[config.mk]
export PLATFORM = sky130hd
export DESIGN_NAME = key_filter
export DESIGN_NICKNAME = d
export VERILOG_FILES = /design/src/rtl/key_pkg.sv /design/src/rtl/sync_2ff.sv /design/src/rtl/key_filter.sv
export SDC_FILE = /design/constraint.sdc
export NUM_CORES = 1
export LEC_CHECK = 0
export CORE_AREA = 5 5 71 53
export CTS_CLUSTER_SIZE = 24
export DETAILED_ROUTE_END_ITERATION = 16
export DIE_AREA = 0 0 76 58
export PLACE_DENSITY = 0.58
export SETUP_SLACK_MARGIN = 0.3
export SYNTH_ARGS = -nofsm -noshare
export SYNTH_HDL_FRONTEND = slang
export SYNTH_HIERARCHICAL = 1
export SYNTH_SLANG_ARGS = --single-unit
[constraint.sdc]
create_clock -name clk -period 1.95 [get_ports clk]
set_input_delay 0.195 -clock clk [delete_from_list [all_inputs] [get_ports clk]]
set_output_delay 0.195 -clock clk [all_outputs]
set_load 0.01 [all_outputs]
[src/rtl/key_pkg.sv]
// key_pkg: shared definitions for the push-button filter.
//   key_state_t          - debounce FSM state encoding
//   DEBOUNCE_CNT_DEF     - default number of stable tick samples to accept a level
//   LONG_CNT_DEF         - default number of held ticks before a long-press pulse
package key_pkg;

    typedef enum logic [1:0] {
        IDLE         = 2'd0,
        PRESS_WAIT   = 2'd1,
        HELD         = 2'd2,
        RELEASE_WAIT = 2'd3
    } key_state_t;

    localparam int DEBOUNCE_CNT_DEF = 20;
    localparam int LONG_CNT_DEF     = 100;

endpackage

[src/rtl/sync_2ff.sv]
// sync_2ff: two-flop synchronizer for a single asynchronous level.
//   clk   - destination clock
//   reset - synchronous active-high reset, clears both flops to 0
//   d     - asynchronous input level
//   q     - synchronized level, two clk edges behind d
module sync_2ff (
    input  logic clk,
    input  logic reset,
    input  logic d,
    output logic q
);

    logic meta;

    always_ff @(posedge clk) begin
        if (reset) begin
            meta <= 1'b0;
            q    <= 1'b0;
        end else begin
            meta <= d;
            q    <= meta;
        end
    end

endmodule

[src/rtl/key_filter.sv]
// key_filter: debounces a raw push-button and produces press/release/long-press
// events. Counters only advance on tick strobes; bounces abort on any cycle.
//   clk         - system clock, rising edge
//   reset       - synchronous active-high reset
//   tick        - sample-enable strobe for the debounce and long counters
//   btn         - raw asynchronous button level, 1 = pressed
//   key_level   - debounced level
//   key_press   - one-cycle pulse on an accepted press
//   key_release - one-cycle pulse on an accepted release
//   key_long    - one-cycle pulse, once per press, after LONG_CNT held ticks
//   state_dbg   - current FSM state, for observation only
//
// Handshake: there is none; every event output is a registered single-cycle
// pulse with no back-pressure, consumers must sample it on the cycle it is high.
module key_filter
    import key_pkg::*;
#(
    parameter int DEBOUNCE_CNT = DEBOUNCE_CNT_DEF,
    parameter int LONG_CNT     = LONG_CNT_DEF
) (
    input  logic       clk,
    input  logic       reset,
    input  logic       tick,
    input  logic       btn,
    output logic       key_level,
    output logic       key_press,
    output logic       key_release,
    output logic       key_long,
    output key_state_t state_dbg
);

    // Debounce counter only needs to reach DEBOUNCE_CNT-1; long counter holds LONG_CNT.
    localparam int DW = (DEBOUNCE_CNT > 1) ? $clog2(DEBOUNCE_CNT) : 1;
    localparam int LW = $clog2(LONG_CNT + 1);

    localparam logic [DW-1:0] DEB_LAST  = DW'(DEBOUNCE_CNT - 1);
    localparam logic [LW-1:0] LONG_MAX  = LW'(LONG_CNT);
    localparam logic [LW-1:0] LONG_LAST = LW'(LONG_CNT - 1);

    logic btn_s;

    key_state_t    state, state_next;
    logic [DW-1:0] deb_cnt, deb_cnt_next;
    logic [LW-1:0] long_cnt, long_cnt_next;
    logic          armed, armed_next;
    logic          level_next, press_next, release_next, long_next;

    sync_2ff u_sync (
        .clk   (clk),
        .reset (reset),
        .d     (btn),
        .q     (btn_s)
    );

    always_ff @(posedge clk) begin
        if (reset) begin
            state       <= IDLE;
            deb_cnt     <= '0;
            long_cnt    <= '0;
            armed       <= 1'b0;
            key_level   <= 1'b0;
            key_press   <= 1'b0;
            key_release <= 1'b0;
            key_long    <= 1'b0;
        end else begin
            state       <= state_next;
            deb_cnt     <= deb_cnt_next;
            long_cnt    <= long_cnt_next;
            armed       <= armed_next;
            key_level   <= level_next;
            key_press   <= press_next;
            key_release <= release_next;
            key_long    <= long_next;
        end
    end

    always_comb begin
        state_next    = state;
        deb_cnt_next  = deb_cnt;
        long_cnt_next = long_cnt;
        armed_next    = armed;
        press_next    = 1'b0;
        release_next  = 1'b0;
        long_next     = 1'b0;

        case (state)
            IDLE: begin
                if (btn_s) begin
                    state_next    = PRESS_WAIT;
                    deb_cnt_next  = '0;
                    long_cnt_next = '0;
                    armed_next    = 1'b0;
                end
            end

            PRESS_WAIT: begin
                if (!btn_s) begin
                    state_next   = IDLE;
                    deb_cnt_next = '0;
                end else if (tick) begin
                    if (deb_cnt == DEB_LAST) begin
                        state_next   = HELD;
                        deb_cnt_next = '0;
                        press_next   = 1'b1;
                    end else begin
                        deb_cnt_next = deb_cnt + DW'(1);
                    end
                end
            end

            HELD: begin
                if (!btn_s) begin
                    state_next   = RELEASE_WAIT;
                    deb_cnt_next = '0;
                end else if (tick && (long_cnt != LONG_MAX)) begin
                    long_cnt_next = long_cnt + LW'(1);
                    // Fires on the tick that lands the counter on LONG_CNT.
                    if ((long_cnt == LONG_LAST) && !armed) begin
                        long_next  = 1'b1;
                        armed_next = 1'b1;
                    end
                end
            end

            RELEASE_WAIT: begin
                if (btn_s) begin
                    // Release bounce: back to HELD, long count and armed flag kept.
                    state_next   = HELD;
                    deb_cnt_next = '0;
                end else if (tick) begin
                    if (deb_cnt == DEB_LAST) begin
                        state_next   = IDLE;
                        deb_cnt_next = '0;
                        armed_next   = 1'b0;
                        release_next = 1'b1;
                    end else begin
                        deb_cnt_next = deb_cnt + DW'(1);
                    end
                end
            end

            default: begin
                state_next = IDLE;
            end
        endcase

        // Level stays high through the release pulse cycle inclusive.
        level_next = (state_next == HELD) || (state_next == RELEASE_WAIT) || release_next;
    end

    assign state_dbg = state;

endmodule
# Word-level counts from Yosys, hierarchy flattened
# Cells that the tools add are included.
[word_totals]
reg_bits = 21
inputBits = 4
[op_classes]
addsub = 2
n_eq_ne = 16
n_mux = 33
bitwise_logic = 4
n_reduce_logical = 13
[ops]
columns = ["op", "count"]
rows = [
  ["5-bit two-way mux", 6],
  ["7-bit two-way mux", 3],
  ["5-bit case mux with 4 select lines", 1],
  ["2-bit two-way mux", 8],
  ["7-bit case mux with 2 select lines", 1],
  ["1-bit two-way mux", 12],
  ["2-bit != test (second input constant)", 6],
  ["2-bit == test (second input constant)", 4],
  ["2-bit case mux with 4 select lines", 1],
  ["8-bit AND reduction", 1],
  ["7-bit by 1-bit adder with 7-bit output (second input constant)", 1],
  ["7-bit == test (second input constant)", 1],
  ["7-bit != test (second input constant)", 1],
  ["5-bit by 1-bit adder with 5-bit output (second input constant)", 1],
  ["5-bit == test (second input constant)", 1],
  ["2-bit by 1-bit != test with 1-bit output (second input constant)", 2],
  ["1-bit NOT", 4],
  ["4-bit AND reduction", 1],
  ["4-bit OR reduction", 1],
  ["1-bit case mux with 3 select lines", 1],
  ["3-bit nonzero test", 1],
  ["3-bit OR reduction", 1],
  ["2-bit by 1-bit == test with 1-bit output (second input constant)", 1],
  ["1-bit logical AND", 2],
  ["5 further kinds", 6],
]

# Depth between registers and ports, before layout
[depth]
depth_word = 8
ltp_mapped = 8
depth_no_buf = 6

# By module
# The synthesis kept the hierarchy.
[modules_own_cells]
columns = ["mod", "instances", "cells_each", "area_each_um2", "seq_area_each_um2"]
rows = [
  ["key_filter", 1, 124, 1099.8, 380.4],
  ["sync_2ff", 1, 4, 52.6, 40.0],
]

# Worst setup path after synthesis
# No wires, ideal clock.
[synth_path]
path_type = "reg-to-reg"
startpoint = "register state[0] (netlist: state_dbg[0])"
endpoint = "register long_cnt[6]"
setup_time_ns = 0.070
arrival_time_ns = 1.734
setup_slack_ns = 0.146
path_stages_with_launch = 9
path_cell_list = "dfxtp_1 > inv_1 > ha_1 > buf_6 > mux2_4 > o311ai_2 > buf_6 > or3_1 > a21oi_1"
[synth_via]
elab_chain_cells = 3
elab_cells_between_ends = 8
classes_between = "4 x eq/ne; 1 x mux; 3 x reduce/logical"
[synth_rtl]
columns = ["item", "line", "source"]
rows = [
  ["from (decl)", "key_filter.sv:42", "key_state_t state, state_next;"],
  ["from (signal assigned)", "key_filter.sv:66", "state <= state_next;"],
  ["2-bit == test / 2-bit logical NOT (equally long branches)", "key_filter.sv:86", "case (state)"],
  ["2-bit by 1-bit != test with 1-bit output (no source line), or another cell as far along", "-", ""],
  ["4-bit AND reduction (no source line)", "-", ""],
  ["to (signal assigned)", "key_filter.sv:68", "long_cnt <= long_cnt_next;"],
  ["to (decl)", "key_filter.sv:44", "logic [LW-1:0] long_cnt, long_cnt_next;"],
]
# Parallel ways exist; a longest one is shown, timed or not.
# A chain may end at the register's enable or synchronous reset.

# Final worst setup path
[layout_path]
startpoint = "register state[1] (netlist: state_dbg[1])"
endpoint = "register long_cnt[6]"
# The elaborated chain is that of the path after synthesis.

==> metrics.md <==
| Metric | Value |
|---|---|
| Unrepaired setup endpoints after global routing | true |
| Post-layout min period | 1.60 ns |
| Vias per cell | 5.59 |
| Drt pass-1 iters | 4 |
| GRT Overall Usage | 12.5% |
| Total power | 0.00128 W |
| Crit-path max FO | 6 |
| Clock root cell | clkbuf_8 |
| CTS Buf Count | 3 |
| Clock Sinks | 21 |
| WP data required | 2.15 ns |
| DP Area | 1280 sq um |
| Pwr/cell area | 859 nW/um^2 |
| EDFF count, synth | 0 |
| Slew HR | 73.1% |
| Slew Limit Fails | 0 |
| Vias in the first global route | 954 |
| Ys Warns | 6 |
| Slew @ Worst Pin | 0.402 ns |
| Cell internal pwr | 0.000857 W |
| Clock Skews | 0.00737 ns |
| Final ANT Viol Nets | 0 |
| Register area share after synthesis | 36.5% |
| Final WS setup | 0.353 ns |
| Net Count, Synth | 139 |
| Core Footprint | 3040 sq um |
| Clock Power Share | 22.5% |
| Fin Setup TNS | 0 ns |
| Final Hold Fails | 0 |
| First DRT Iteration DRCs | 47 |
| Most frequent cells in the layout | dfxtp_1, a21oi_1, clkdlybuf4s50_1, buf_4, o21ai_0 |
| I/O Pins | 10 |
| Mapped Cells | 128 |
| Predominant post-synthesis flop cell | dfxtp_1 |
| Skew-Pair Late Insertion Delay | 0.26 ns |
| Final Cycle Share | 81.9% |
| Switching Power | 0.000425 W |
| Die ar. | 4410 sq um |
| Sw Share | 33.2% |
| Antenna violations before repair | 0 |
| Fmax | 626 MHz |
| Leading cell type in the layout, fill and taps excluded | dfxtp_1 |
| Port Buf Inserts | 9 |
| Worst hold path class | register to register |
| Total number of vias | 1,023 |
| Crit path DAT | 1.80 ns |
| Yosys reg bits | 21 |
| Post-DP HPWL | 1790 microns |
| Placed cell count | 172 |
| Layout area overhead | 29.5% |
| Final antenna diode count | 0 |
| Critical Path End Type | register |
| Final Cell Area | 1490 sq um |
| Routed wire length per instance | 14.2 microns |
| CTS H-tree lvls | 1 |
| Setup violators final | 0 |
| Worst setup SP type | register |
| CTS tree | yes |
| Maximum vdd drop | 0.000369 V |
| Post-synth cell types | 45 |
| Placer Congestion | 0.772 |
| WL final | 2600 microns |
| Initial Utilization | 37.9% |
| Static Leak | 0.507 nW |
| Clk buf depth | 2 |
| Post-CTS Hold Fix Bufs | 0 |
| Outcome | finished clean |
| Mapped Avg Cell Area | 9.00 sq um |
| Nets@finish | 157 |
| Final Non-Filler Cells | 183 |
| First-pass GRT wire length | 4480 microns |
| FP Rows | 17 |
| Total grt overflow | 0 |
| Pre-CTS setup slack | 0.0127 ns |
| Seq pwr share | 37.5% |
| FFs w/ async S/R, synth | 0% |
| Combinational power share | 40.0% |
| Cell Area, Synth | 1150 sq um |
| Largest net degree at the start of global routing | 15 |
| Share of layout cells above drive strength 1 | 23.4% |
| # DRC | 0 |
| WS Path Type | register to register |
| MaxCap Viol Count | 0 |
| CTS clk-pin slew, worst paths | 0.08 ns |
| DIE WIDTH | 76 microns |
| Die height | 58 microns |
==> per-layer routing <==
metal	GRT usage, %	share of wire (%)
met1	16.1	48
met2	19.6	45
met3	4.19	5.5
met4	4.31	1.4
met5	0	0
==> metrics by stage <==
stage / hold slack [ns] / util (%)
2_1_floorplan: 0.267 / -
3_3_place_gp: 0.421 / 42.1
3_5_place_dp: 0.428 / 42.1
4_1_cts: 0.444 / 46.6
5_1_grt: 0.461 / 49.1
6_report: 0.442 / 49.1
==> synthesized netlist by cell type (all sizes together), types with 3 or more instances <==
cell type	number	area share [%]
nand3b	3	2.0
nor2	6	2.0
inv	8	2.6
ha	7	7.6
dfxtp	21	36
or3	5	2.7
buf	5	3.5
nor2b	4	2.4
a32oi	3	2.3
a211oi	4	3.0
o21ai	9	3.9
nor4	3	1.6
a21oi	12	5.2
nand2	5	1.6
nand3	4	1.7
==> registers in the layout (all words and copies together) (netlist names) <==
signal,flops
key_long,1
armed,1
key_level,1
long_cnt,7
key_press,1
u_sync/meta,1
u_sync/q,1
deb_cnt,5
key_release,1
state_dbg,2
==> power by group through the flow <==
stage	clock, W	sequential (W)	combinational (W)
floorplan	0	0.000484	0.000255
global placement	0	0.000478	0.000336
detailed placement	0	0.000482	0.000344
CTS	0.000302	0.000478	0.000441
global route	0.000319	0.000484	0.000549
finish	0.000288	0.000481	0.000513
==> kinds of logic (layout without fill, tap and decap cells) <==
kind of cell	after synthesis	in the layout	synth area share (%)
AOI/OAI and AO/OA	41	42	24.3
xor gates and xnor gates	1	1	0.760
adders and majority gates	7	7	7.60
buffers and inverters	15	31	6.73
DFF	21	21	36.5
muxes	3	3	3.15
and+or+nand+nor	40	40	21.0
==> worst max-delay path, stage by stage (launching register included) <==
cell and delay, ns:
dfxtp_4 0.38, inv_4 0.07, ha_4 0.16, buf_6 0.12
mux2_4 0.18, o311ai_4 0.13, or3_4 0.36, a21oi_2 0.13
==> worst paths after layout <==
path	start	end	slack, ns	cells past startpoint
worst min-delay path	u_sync/meta$_SDFF_PP0_	u_sync/q$_SDFF_PP0_	0.44	1
worst max-delay path	state_dbg[1]$_SDFF_PP0_	long_cnt[6]$_SDFFE_PP0P_	0.35	7
worst max register to register	state_dbg[1]$_SDFF_PP0_	long_cnt[6]$_SDFFE_PP0P_	0.35	7
worst min register to register	u_sync/meta$_SDFF_PP0_	u_sync/q$_SDFF_PP0_	0.44	1
==> area by class of cell <==
type | instances | area (sq um)
repair buffers | 19 | 169
inverters | 8 | 35.0
fillers | 287 | 1550
multi-input cells | 93 | 767
clock buffers | 4 | 45.0
flip-flops and latches | 21 | 429
well taps | 38 | 47.5
==> repair_timing <==
item,in CTS,in global routing
resized for setup,14,10
pin swaps,5,5
cloned,1,0
buffers inserted,2,4
setup endpoints to repair,13,13
(Power assumes the default switching activity.)
